`config.mk`:
```
export PLATFORM = sky130hd
export DESIGN_NAME = modn_cascade_counter
export DESIGN_NICKNAME = d
export VERILOG_FILES = /design/src/rtl/modn_cascade_counter.sv
export SDC_FILE = /design/constraint.sdc
export NUM_CORES = 1
export LEC_CHECK = 0
export CORE_ASPECT_RATIO = 1.4
export CORE_UTILIZATION = 47
export DETAILED_ROUTE_END_ITERATION = 10
export PLACE_DENSITY_LB_ADDON = 0.25
export SLEW_MARGIN = 20
export SYNTH_ARGS = -nofsm -noshare
export SYNTH_HDL_FRONTEND = slang
export SYNTH_SLANG_ARGS = --single-unit
```
`constraint.sdc`:
```
create_clock -name clock -period 2.3 [get_ports clock]
set_input_delay 0.345 -clock clock [delete_from_list [all_inputs] [get_ports clock]]
set_output_delay 0.345 -clock clock [all_outputs]
set_load 0.02 [all_outputs]
```
`src/rtl/modn_cascade_counter.sv`:
```
// Chain of DIGITS digits, each counting modulo MODULUS. Supports up/down
// counting, synchronous clear, parallel load with range check, and a
// combinational carry_out so that instances can be cascaded on one clock.
module modn_cascade_counter #(
    parameter int MODULUS = 10,
    parameter int DIGITS  = 2,
    parameter int WIDTH   = $clog2(MODULUS)
) (
    input  logic                    clock,
    input  logic                    reset,
    input  logic                    enable,
    input  logic                    up_down,
    input  logic                    clear,
    input  logic                    load,
    input  logic [DIGITS*WIDTH-1:0] load_value,
    output logic [DIGITS*WIDTH-1:0] out,
    output logic                    carry_out,
    output logic                    wrapped,
    output logic                    load_err
);

    // MODULUS always fits in WIDTH+1 bits because WIDTH >= $clog2(MODULUS).
    localparam logic [WIDTH:0]   MOD_EXT   = (WIDTH+1)'(MODULUS);
    localparam logic [WIDTH-1:0] MAX_DIGIT = WIDTH'(MODULUS - 1);

    logic [WIDTH-1:0] digit_q [DIGITS];
    logic [WIDTH-1:0] digit_d [DIGITS];
    logic             wrapped_q;
    logic             load_err_q;
    logic             terminal;
    logic             bad_load;

    // Next-state for every digit; lower_max/lower_zero ripple the
    // "all lower digits at the wrap value" condition up the chain.
    always_comb begin
        logic             lower_max;
        logic             lower_zero;
        logic             step_en;
        logic [WIDTH-1:0] ld_digit;
        lower_max  = 1'b1;
        lower_zero = 1'b1;
        step_en    = 1'b0;
        ld_digit   = '0;
        bad_load   = 1'b0;
        for (int i = 0; i < DIGITS; i++) begin
            ld_digit   = load_value[i*WIDTH +: WIDTH];
            step_en    = up_down ? lower_max : lower_zero;
            digit_d[i] = digit_q[i];
            if (clear) begin
                digit_d[i] = '0;
            end else if (load) begin
                if ({1'b0, ld_digit} < MOD_EXT) begin
                    digit_d[i] = ld_digit;
                end else begin
                    digit_d[i] = '0;
                    bad_load   = 1'b1;
                end
            end else if (enable) begin
                // An out-of-range digit is unreachable; recover to 0 if it happens.
                if ({1'b0, digit_q[i]} >= MOD_EXT) begin
                    digit_d[i] = '0;
                end else if (step_en) begin
                    if (up_down) begin
                        digit_d[i] = (digit_q[i] == MAX_DIGIT) ? '0 : digit_q[i] + 1'b1;
                    end else begin
                        digit_d[i] = (digit_q[i] == '0) ? MAX_DIGIT : digit_q[i] - 1'b1;
                    end
                end
            end
            lower_max  = lower_max  & (digit_q[i] == MAX_DIGIT);
            lower_zero = lower_zero & (digit_q[i] == '0);
        end
        terminal = up_down ? lower_max : lower_zero;
    end

    // Carry is same-cycle so a downstream instance steps on the wrap edge.
    assign carry_out = enable & terminal & ~clear & ~load;

    // Digit registers and one-cycle status pulses.
    always_ff @(posedge clock or negedge reset) begin
        if (!reset) begin
            for (int i = 0; i < DIGITS; i++) begin
                digit_q[i] <= '0;
            end
            wrapped_q  <= 1'b0;
            load_err_q <= 1'b0;
        end else begin
            for (int i = 0; i < DIGITS; i++) begin
                digit_q[i] <= digit_d[i];
            end
            wrapped_q  <= carry_out;
            load_err_q <= bad_load;
        end
    end

    genvar g;
    generate
        for (g = 0; g < DIGITS; g++) begin : g_out
            assign out[g*WIDTH +: WIDTH] = digit_q[g];
        end
    endgenerate

    assign wrapped  = wrapped_q;
    assign load_err = load_err_q;

`ifndef SYNTHESIS
    // Parameter sanity and digit range invariants.
    a_params : assert property (@(posedge clock)
        (MODULUS >= 2) && (DIGITS >= 1) && (WIDTH >= $clog2(MODULUS)));

    generate
        for (g = 0; g < DIGITS; g++) begin : g_chk
            a_digit_range : assert property (@(posedge clock) disable iff (!reset)
                {1'b0, digit_q[g]} < MOD_EXT);
        end
    endgenerate
`endif

endmodule

```
==> flow_metrics.py <==
metrics = {
    "synth": {
        "syn_area_um2": 878,
        "ys_seq_area_share_pct": 28.5,
        "synth.largest_area_cell": "dfrtp_1",
        "syn_area_per_cell_um2": 8.53,
        "synth.distinct_cells": 49,
        "synth-edff-count": 0,
        "netlist.area_leader.share_pct": 28.5,
        "async_reset_ff_share_pct": 100,
        "synthCells": 103,
        "yosysWarnings": 0,
        "synth_xor_area_share_pct": 3.99,
        "yosys-top-cells-area": "dfrtp_1 28%, a21oi_1 4.6%, o21ai_0 4.6%, xnor2_1 3.0%, or3_1 2.8%",
        "synth_compound_area_share_pct": 31.2,
        "synthMuxAreaShare_pct": 2.56,
        "yosys.area_share.simple_pct": 24.6,
        "synthAdderAreaFrac_pct": 0,
        "synth_flop_cell": "dfrtp_1",
        "synth-seq-cells": 10,
        "synth_fp_nets": 117,
        "synth_top_family_by_area": "compound AO/OA/AOI/OAI gates",
    },
    "clocking": {
        "htree_num_levels": 1,
        "numCtsBuffers": 3,
        "root_buffer": "clkbuf_4",
        "clock_latency_ps": 280,
        "cts_buffer_depth": 2,
        "numClockSinks": 10,
        "cts_tree": "built",
        "cts.clk_slew.worst_paths_ps": 70,
    },
    "worst_setup_path": {
        "endpoint_kind": "primary output",
        "worstRegToRegCells": 5,
        "crit_type": "flip-flop to primary output",
        "critPathLaunchType": "flip-flop",
        "worstPathArrival_ps": 1850,
        "crit_end": "carry_out",
        "rrSetupSlack_ps": 630,
        "cp_max_fo": 2,
        "critPathRequiredTime_ps": 1960,
        "critPathLaunch": "out[0]",
        "regToRegEndpoint": "out[1]",
        "reg2reg_from": "out[0]",
    },
    "pwr": {
        "power.internal_uw": 409,
        "p_sw_share_pct": 33.3,
        "leakage_uw": 0.000520,
        "p_sw_uw": 204,
        "pwr-share-clk_pct": 27.1,
        "p_seq_share_pct": 33.1,
        "power_frac_comb_pct": 39.9,
        "power-per-cell-area_nw_per_um2": 502,
        "vdd_ir_drop_max_uv": 445,
    },
    "sta": {
        "min_period_ps": 2200,
        "drv_slew": 0,
        "worst_slew_pin_slew_ps": 492,
        "timing.final.crit_share_pct": 95.5,
        "maxSlewHeadroom_pct": 67.1,
        "worst_hold_slack_ps": 392,
        "max_freq_mhz": 455,
        "setup-violations-final": 0,
        "fin_ws_ps": 104,
        "hold_violations": 0,
        "fin_skew_ps": 2.17,
        "rsz0062_at_grt": "no",
    },
    "global_route": {
        "grt_pass1_wl_um": 3530,
        "track_usage_pct": 25.2,
        "grt_max_degree": 17,
        "grt_pass1_vias": 844,
        "antenna_found_initial": 0,
        "globalRouteOverflowTotal": 0,
    },
    "detailed_routing": {
        "route.detailed.drc": 0,
        "post_drt_wl_per_cell_um": 14.8,
        "wl_met3_um": 67,
        "viasPerCell": 6.05,
        "num_vias": 926,
        "routed.top_layer": "met4",
        "antenna_left": 0,
        "wl_met2_um": 1180,
        "drt-initial-drc-count": 31,
        "wl_met1_um": 952,
        "drt-total-wl_um": 2270,
        "dr.pass1.iters": 4,
    },
    "die": {
        "dieHeight_um": 53.2,
        "io_pins": 25,
        "core_um2": 1760,
        "start_util_pct": 50.0,
        "die_x_um": 38.5,
        "die_area_um2": 2050,
        "row_count": 18,
    },
    "run": {
        "drv_cap": 0,
    },
    "placed_design": {
        "dp_hpwl_um": 1720,
        "placed_cell_area_um2": 1180,
        "portBuffers": 24,
        "routabilityCongestion": 0.866,
        "pre_cts_ws_ps": -419,
    },
    "cells_and_area": {
        "multi_input_area_um2": 553,
        "drive_above_1_share_pct": 18.8,
        "fillers": 146,
        "areaGrowthSynthToFinish_pct": 39.0,
        "stdcell_area_um2": 1220,
        "mostFrequentLayoutCells": "22 x clkdlybuf4s50_1, 12 x buf_4, 10 x dfrtp_1",
        "n_antenna_cell": 0,
        "layout_commonest_cell": "clkdlybuf4s50_1",
        "seq_area_um2": 250,
        "final_nets": 148,
    },
    "run_status": {
        "outcome": "finished clean",
    },
    "hold_path": {
        "hold_class": "primary input to asynchronous set/reset pin",
    },
}
==> cells by family (layout without fill, tap and decap cells) <==
| family | count (synthesis) | count (layout) |
|---|---|---|
| DFF | 10 | 10 |
| xor gates and xnor gates | 4 | 4 |
| muxes | 2 | 2 |
| buffers and inverters | 16 | 46 |
| AOI/OAI and AO/OA | 38 | 38 |
| and+or+nand+nor | 33 | 33 |
==> per-layer routing <==
| layer | vias to the layer above | global-route usage (%) |
|---|---|---|
| met5 | - | 0 |
| met4 | 0 | 19.0 |
| met3 | 5 | 1.68 |
| met2 | 19 | 40.6 |
| met1 | 441 | 30.1 |
| li1 | 461 | - |
==> Yosys cell counts (all sizes together), types with 2 or more instances <==
cell type   n
o221ai      2
and4        2
buf         7
o2bb2ai     2
and4b       2
clkbuf      3
xnor2       3
nor3        3
inv         6
nand2       3
nor2        3
o21ai       9
or3         4
a2111oi     2
nor4        3
a21oi       8
nand3       4
a21o        2
dfrtp      10
mux2        2
a21boi      2
==> worst max-delay path, stage by stage (launching register included) <==
cell and delay (ps):
dfrtp_1 380, or3_4 380, or3_1 350, o21ai_1 90, and4_1 230, buf_6 130
==> sequential cells by signal (all words and copies together), names as in the netlist <==
| register | flops |
|---|---|
| out | 8 |
| load_err | 1 |
| wrapped | 1 |
==> through the flow <==
step                util (%)  instances  TNS [ps]  power, uW
floorplan                  -        103         0        350
global placement        67.0        149      -370        443
detailed placement      67.0        149      -419        448
CTS                     68.7        153         0        615
global route            69.5        153         0        647
finish                  69.5        153         0        613
==> area by class of cell <==
| cell class | instances | area share, % |
|---|---|---|
| Tap cell | 20 | 2.05 |
| Sequential cell | 10 | 20.5 |
| Clock buffer | 4 | 2.97 |
| Multi-Input combinational cell | 77 | 45.3 |
| Inverter | 6 | 1.84 |
| Timing Repair Buffer | 36 | 27.4 |
==> power by group through the flow <==
| stage | logic [uW] | clock network, uW | registers (uW) |
|---|---|---|---|
| after global placement | 238 | 0 | 206 |
| final | 244 | 166 | 203 |
| after detailed placement | 242 | 0 | 206 |
| after floorplan | 124 | 0 | 226 |
| after CTS | 242 | 170 | 203 |
| after global routing | 264 | 179 | 205 |
==> worst min path at each step <==
stage,endpoint,slack [ps],cells after the start
detailed placement,wrapped,620,2
CTS,out[0],400,1
floorplan,load_err,50,0
finish,out[1],390,1
global route,out[0],430,1
global placement,wrapped,610,2
==> what timing repair did <==
item                                    CTS  global route
endpoints found under the setup margin    1             1
buffers inserted                          0             0
pin swaps                                 0             3
resized for setup                         4             5
hold buffers                              0             0
(Power assumes the default switching activity.)
